$ cat src/rtl/tick_meter_pkg.sv
// tick_meter_pkg: shared state encoding and counter limit for the tick period meter
package tick_meter_pkg;
  typedef enum logic [1:0] {
    IDLE    = 2'd0,
    ARMED   = 2'd1,
    MEASURE = 2'd2
  } state_t;
  localparam int BIT_SZ_DEF = 16;
  localparam logic [BIT_SZ_DEF-1:0] CNT_MAX = {BIT_SZ_DEF{1'b1}};
endpackage

$ cat src/rtl/tick_period_meter.sv
// tick_period_meter: measures tick strobe period in clock cycles, flags overflow and lock
module tick_period_meter
  import tick_meter_pkg::*;
#(
  parameter int BIT_SZ = 16
) (
  input  logic              clock,
  input  logic              sreset,
  input  logic              enable,
  input  logic              tick_in,
  output logic [BIT_SZ-1:0] period,
  output logic              period_valid,
  output logic              overflow,
  output logic              locked
);
  localparam logic [BIT_SZ-1:0] cnt_max = {BIT_SZ{1'b1}};
  localparam logic [BIT_SZ-1:0] one = BIT_SZ'(1);
  state_t state_q, state_d;
  logic [BIT_SZ-1:0] cnt_q, cnt_d, prev_q, prev_d, period_q, period_d;
  logic have_prev_q, have_prev_d, valid_q, valid_d, ovf_q, ovf_d, locked_q, locked_d;
  always_comb begin
    state_d     = state_q;
    cnt_d       = cnt_q;
    prev_d      = prev_q;
    period_d    = period_q;
    have_prev_d = have_prev_q;
    valid_d     = 1'b0;
    ovf_d       = ovf_q;
    locked_d    = locked_q;
    if (!enable) begin
      state_d     = IDLE;
      cnt_d       = '0;
      have_prev_d = 1'b0;
      locked_d    = 1'b0;
    end else begin
      case (state_q)
        IDLE: state_d = ARMED;
        ARMED: begin
          if (tick_in) begin
            cnt_d   = one;
            state_d = MEASURE;
          end
        end
        MEASURE: begin
          if (tick_in) begin
            period_d    = cnt_q;
            valid_d     = 1'b1;
            prev_d      = cnt_q;
            have_prev_d = 1'b1;
            cnt_d       = one;
            ovf_d       = 1'b0;
            locked_d    = have_prev_q && (cnt_q == prev_q);
          end else if (cnt_q != cnt_max) begin
            cnt_d = cnt_q + one;
          end else begin
            // saturated without a tick: the next tick only re-arms
            ovf_d       = 1'b1;
            locked_d    = 1'b0;
            have_prev_d = 1'b0;
            state_d     = ARMED;
          end
        end
        default: state_d = IDLE;
      endcase
    end
  end
  always_ff @(posedge clock) begin
    if (sreset) begin
      state_q     <= IDLE;
      cnt_q       <= '0;
      prev_q      <= '0;
      period_q    <= '0;
      have_prev_q <= 1'b0;
      valid_q     <= 1'b0;
      ovf_q       <= 1'b0;
      locked_q    <= 1'b0;
    end else begin
      state_q     <= state_d;
      cnt_q       <= cnt_d;
      prev_q      <= prev_d;
      period_q    <= period_d;
      have_prev_q <= have_prev_d;
      valid_q     <= valid_d;
      ovf_q       <= ovf_d;
      locked_q    <= locked_d;
    end
  end
  assign period       = period_q;
  assign period_valid = valid_q;
  assign overflow     = ovf_q;
  assign locked       = locked_q;
endmodule
$ cat config.mk
export PLATFORM = sky130hd
export DESIGN_NAME = tick_period_meter
export DESIGN_NICKNAME = d
export VERILOG_FILES = /design/src/rtl/tick_meter_pkg.sv /design/src/rtl/tick_period_meter.sv
export SDC_FILE = /design/constraint.sdc
export NUM_CORES = 1
export LEC_CHECK = 0
export BUFFER_PORTS_ARGS = -buffer_cell sky130_fd_sc_hd__buf_2
export CORE_ASPECT_RATIO = 1.4
export CORE_MARGIN = 2
export CORE_UTILIZATION = 55
export CTS_CLUSTER_SIZE = 12
export DETAILED_ROUTE_END_ITERATION = 10
export PLACE_DENSITY = 0.76
export SYNTH_ARGS = -nofsm -noshare
export SYNTH_HDL_FRONTEND = slang
export SYNTH_SLANG_ARGS = --single-unit
export TNS_END_PERCENT = 20
$ cat constraint.sdc
create_clock -name clock -period 5.4 [get_ports clock]
set_input_delay 0 -clock clock [delete_from_list [all_inputs] [get_ports clock]]
set_output_delay 0 -clock clock [all_outputs]
set_load 0.03 [all_outputs]
==> results of run 1 <==
==> power by group through the flow <==
stage / clock network, µW / registers (µW) / logic, µW
after detailed placement: 0 / 289 / 18.3
after floorplan: 0 / 288 / 16.8
after global placement: 0 / 289 / 18.5
final: 298 / 282 / 18.5
after CTS: 300 / 282 / 18.3
after global routing: 310 / 283 / 20.5
==> area by class of cell <==
| class | count | area [µm²] | share of cell area (%) |
|---|---|---|---|
| well taps | 40 | 50.05 | 2.427 |
| clock buffers | 6 | 82.58 | 4.005 |
| repair buffers | 22 | 110.1 | 5.340 |
| multi-input cells | 174 | 991.0 | 48.06 |
| inverters | 2 | 7.507 | 0.3641 |
| clock inverters | 2 | 60.06 | 2.913 |
| flip-flops and latches | 38 | 760.7 | 36.89 |
==> sequential cells by signal (all words and copies together), names as in the netlist <==
name / flops
period: 16
cnt_q: 16
have_prev_q: 1
period_valid: 1
locked: 1
state_q: 2
overflow: 1
==> metrics by stage <==
stage / setup slack [ns] / area [µm²] / total power (µW) / hold WS, ns
6_report: 3.076 / 2062 / 598.6 / 0.07139
5_1_grt: 2.858 / 2062 / 613.5 / 0.07329
4_1_cts: 3.092 / 2062 / 600.8 / 0.05896
3_5_place_dp: 3.089 / 1919 / 307.1 / 0.3656
3_3_place_gp: 3.180 / 1919 / 307.4 / 0.3807
2_1_floorplan: 3.564 / 1921 / 305.2 / 0.1806
==> kinds of logic after synthesis <==
kind of cell             count (synthesis)
AO/OA/AOI/OAI                           60
XOR/XNOR                                17
adder cells (fa/ha/maj)                  1
buffers and inverters                   21
flip-flops                              38
multiplexers                             1
AND/OR/NAND/NOR                         95
==> Yosys cell counts, types with 2 or more instances <==
cell type | number | area (µm²)
clkbuf_8 | 7 | 96.34
nand4_1 | 8 | 50.05
and3_1 | 4 | 25.02
xnor2_1 | 6 | 52.55
xor2_1 | 11 | 96.34
buf_4 | 2 | 15.01
nor3_1 | 5 | 25.02
nand2_1 | 43 | 161.4
nor2_1 | 13 | 48.80
nand3_1 | 4 | 20.02
dfxtp_1 | 38 | 760.7
o21ai_0 | 11 | 55.05
clkbuf_1 | 7 | 26.28
nand2b_1 | 5 | 31.28
o31ai_1 | 2 | 15.01
nor4_1 | 4 | 25.02
a31oi_1 | 9 | 56.30
o21ai_1 | 4 | 20.02
a21oi_1 | 24 | 120.1
inv_1 | 2 | 7.510
==> per-layer routing <==
layer | up-vias | track usage [%] | routed length (µm)
met1 | 771 | 30.87 | 1828
met4 | 0 | 10.54 | 116
met5 | - | 0 | 0
met2 | 53 | 39.57 | 2131
li1 | 831 | - | -
met3 | 13 | 5.894 | 198
==> worst max-delay path, cell delays in order (launching register included) <==
cell      delay (ns)
dfxtp_1         0.47
ha_1            0.35
nand3_1         0.13
or4_1           0.58
a21boi_2        0.45
o21ai_0         0.17
o31ai_1         0.09
==> worst paths after layout <==
| kind | end | slack, ns |
|---|---|---|
| worst max-delay path | cnt_q[6]$_SDFFE_PP0P_ | 3.08 |
| worst min-delay path | overflow$_SDFFE_PP0P_ | 0.07 |
| worst max register to register | cnt_q[6]$_SDFFE_PP0P_ | 3.08 |
| worst min register to register | locked$_SDFFE_PP0P_ | 0.48 |
==> results.toml, run 1 <==
[cells_and_area]
stdcell_count = 284
syn_to_final_growth_pct = 7.362
layout_commonest_cell = "nand2_1"
fillers = 291
final_cell_mix = "nand2_1 (43), dfxtp_1 (38), a21oi_1 (24)"
final_util_pct = 61.61
antenna_cells = 0
drive_gt1_share_pct = 15.57
nNetsFinal = 248

[floorplan]
die_h_um = 73.92
initial_core_util_pct = 57.38
io-pin-count = 23
coreArea_um2 = 3347
fp-row-count = 25
die_w_um = 53.94
die_area_um2 = 3987

[synthesis]
synth_nets = 238
yosysSeqAreaShare_pct = 39.61
ys_types = 44
synth-seq-cells = 38
async_reset_ff_share_pct = 0
synth_cells = 233
netlist_area_um2 = 1921
synth-edff-count = 0
synthAdderAreaFrac_pct = 0.6515
synth-xor-area-share_pct = 7.752
syn_avg_cell_area_um2 = 8.243
synthSimpleGateAreaFrac_pct = 24.10
yosysWarnings = 0
ys.flop_type = "dfxtp_1"
muxShareOfSynthArea_pct = 0.5212
synth_compound_area_share_pct = 18.57
synth_top_family_by_area = "simple AND/OR/NAND/NOR gates"

[timing]
setup_viol = 0
worst_pin_slew_ns = 0.6904
finalHoldViolations = 0
maxSlewHeadroom_pct = 53.62
finalCriticalPeriod_ns = 2.324
drv_slew = 0
fin_crit_sh_pct = 43.04
fmax_ghz = 0.4303
final.setup.tns_ns = 0
fin_skew_ns = 0.002866
rsz0062_at_grt = "no"

[critical_path]
r2r_cells = 6
cp_max_fo = 11
crit_path_start = "cnt_q[0]$_SDFFE_PP0P_"
crit_path_end_kind = "flip-flop"
arrival_ns = 2.53
required_ns = 5.60
r2r_start = "cnt_q[0]$_SDFFE_PP0P_"
start_kind = "flip-flop"
path_class = "flip-flop to flip-flop"

[drt]
dr.pass1.iters = 5
routed_wirelength_um = 4274
vias = 1668
drc = 0
drtAntennaViolNets = 0
wl_per_cell_um = 15.05
drt_iter0_markers = 64
vias_per_cell = 5.873

[hold_path]
hold_path.class = "input pin to flip-flop"
min_from = "enable"
hold_depth = 3

[global_route]
grt_pass1_vias = 1486
grt_max_degree = 19
overflow = 0
grt_pass1_wl_um = 7065
track_usage_pct = 24.62
antenna_found_initial = 0

[power_and_ir_drop]
ir_worst_vdd_mv = 0.1959
p_sw_share_pct = 19.21
switchingPower_uw = 115.0
p_int_uw = 483.6
cellLeakagePower_uw = 0.0008307
pwr-share-seq_pct = 47.2
p_comb_share_pct = 3.1
clockPowerShare_pct = 49.7
power_density_nw_per_um2 = 290.3

[clocking]
cts_buffers = 5
clock_sinks = 38
ctsResizeCount = 0
cts_tree = "done"
cts_setup_buffers = 0
htree_num_levels = 2
hold_buffers = 0
clk_pin_slew_worst_paths_ns = 0.07
clockBufferDepth = 2
clk_latency_ns = 0.29
ctsRootBufferMaster = "clkbuf_8"

[place]
port_buffers = 22
dpl.cell_count = 276
dpl.hpwl_um = 3127
gp_congestion = 0.8675

[run]
cap_viol_max_count = 0

[status]
status = "finished clean"
No activity file was read; power rests on OpenSTA's default activity.
==> run 2, diff against run 1 <==
Settings changed: CORE_UTILIZATION 55 to 51, PLACE_DENSITY 0.76 to 0.74.
Clock period 5.4 ns to 2.1 ns, I/O delays scaled along.
==> run 2 against run 1 <==
Net effect:
- die area increased by 7.3%
- non-clock buffer count increased by 22
- sequential power increased to 2.6 times the previous value
- clock power increased by 76%
==> results.toml, run 2 (same netlist as run 1, synthesis figures left out) <==
[critical_path]
r2r_start = "cnt_q[11]$_SDFFE_PP0P_"
reg2reg_to = "cnt_q[3]$_SDFFE_PP0P_"
arrival_ns = 2.17
crit_path_end_kind = "flip-flop"
critPathMaxStageDelay_ns = 0.64
cpLargestDelayFamily = "simple AND/OR/NAND/NOR gates"
start_kind = "flip-flop"
r2r_slack_ns = 0.12
required_ns = 2.29
crit_cells = 6
cp_num_buf_inv = 1
crit_path_start = "cnt_q[11]$_SDFFE_PP0P_"
path_class = "flip-flop to flip-flop"
slowest_stage = "or4_1"
endpoint = "cnt_q[3]$_SDFFE_PP0P_"
cp_max_fo = 8
r2r_cells = 6
path_cells = "nand4_1 -> or4_1 -> buf_4 -> o21ai_2 -> nand2b_1 -> o21ai_0"

[global_route]
grt_max_degree = 19
grt_pass1_wl_um = 7810
track_usage_pct = 23.45
overflow = 0
grt_pass1_vias = 1656
antenna_found_initial = 0

[power_and_ir_drop]
cellLeakagePower_uw = 0.0009217
switchingPower_uw = 299.2
power_density_nw_per_um2 = 601.3
clockPowerShare_pct = 40.0
p_int_uw = 1011
p_sw_share_pct = 22.84
pwr-share-seq_pct = 55.4
p_comb_share_pct = 4.6
ir_worst_vdd_mv = 0.6114

[clocking]
hold_buffers = 0
clockBufferDepth = 2
cts_tree = "done"
clk_latency_ns = 0.30
htree_num_levels = 2
clk_pin_slew_worst_paths_ns = 0.08
cts_buffers = 5
ctsRootBufferMaster = "clkbuf_8"
clock_sinks = 38
ctsResizeCount = 0
cts_setup_buffers = 0

[drt]
drt_iter0_markers = 48
drc = 0
drtAntennaViolNets = 0
vias = 1780
routed_wirelength_um = 4597
wl_per_cell_um = 14.93
vias_per_cell = 5.779
dr.pass1.iters = 4

[timing]
hold_ws_ns = 0.06826
drv_slew = 0
final.setup.tns_ns = 0
fmax_ghz = 0.5052
setup_viol = 0
finalCriticalPeriod_ns = 1.979
rsz0062_at_grt = "no"
fin_skew_ns = 0.01006
maxSlewHeadroom_pct = 65.98
worst_pin_slew_ns = 0.5064
fin_crit_sh_pct = 94.26
finalHoldViolations = 0

[hold_path]
hold_depth = 3
hold_path.class = "input pin to flip-flop"

[place]
gp_congestion = 0.9548
port_buffers = 22
postPlaceCellArea_um2 = 2087
dpl.hpwl_um = 3464

[status]
status = "finished clean"

[cells_and_area]
drive_gt1_share_pct = 22.18
layout_commonest_cell = "nand2_1"
syn_to_final_growth_pct = 13.42
final_cell_mix = "nand2_1 (43), dfxtp_1 (38), a21oi_1 (24)"
nNetsFinal = 270
final_area_um2 = 2178
antenna_cells = 0

[run]
cap_viol_max_count = 0

[floorplan]
fp-row-count = 26
initial_core_util_pct = 52.71
die_area_um2 = 4280
die_h_um = 76.61
die_w_um = 55.87
io-pin-count = 23
coreArea_um2 = 3643
-- run 2: cell type report --
cell class                      count  area (µm²)
Inverter                            2       7.507
Timing Repair Buffer               44       275.3
Clock inverter                      1       5.005
Multi-Input combinational cell    174       991.0
Sequential cell                    38       760.7
Fill cell                         331        1465
Clock buffer                        7       86.33
Tap cell                           42       52.55
-- run 2: worst register-to-register path: stages (launching register included) --
cell	delay, ns
dfxtp_1	0.50
nand4_1	0.21
or4_1	0.64
buf_4	0.19
o21ai_2	0.15
nand2b_1	0.12
o21ai_0	0.06
-- run 2: how the worst min path moves through the flow --
stage	slack (ns)	start	endpoint
after floorplan	0.18	tick_in	cnt_q[10]$_SDFFE_PP0P_
after global placement	0.37	enable	overflow$_SDFFE_PP0P_
after detailed placement	0.37	enable	overflow$_SDFFE_PP0P_
after CTS	0.06	enable	overflow$_SDFFE_PP0P_
after global routing	0.07	enable	overflow$_SDFFE_PP0P_
final	0.07	enable	overflow$_SDFFE_PP0P_
-- run 2: power groups by stage --
stage                     sequential, µW  combinational (µW)  clock (µW)
after floorplan                      742                43.3           0
after global placement               742                59.1           0
after detailed placement             742                59.6           0
after CTS                            725                59.8         529
after global routing                 726                66.4         556
final                                726                60.4         524
-- run 2: per-layer routing --
| metal | routed length (µm) | part of all wire [%] | global-route usage, % | vias to the layer above |
|---|---|---|---|---|
| met3 | 204 | 4.4 | 4.414 | 17 |
| li1 | - | - | - | 877 |
| met1 | 1893 | 41 | 27.77 | 822 |
| met4 | 219 | 4.8 | 14.29 | 0 |
| met5 | 0 | 0 | 0 | - |
| met2 | 2280 | 50 | 38.69 | 64 |
-- run 2: metrics by stage --
stage	worst slack, ns	instances	total power, µW	utilization (%)
4_1_cts	0.1468	308	1314	59.79
5_1_grt	0.02067	308	1348	59.79
6_report	0.1205	308	1310	59.79
3_3_place_gp	0.1793	300	801.2	57.28
3_5_place_dp	0.1679	300	801.9	57.28
2_1_floorplan	0.2642	233	784.8	-
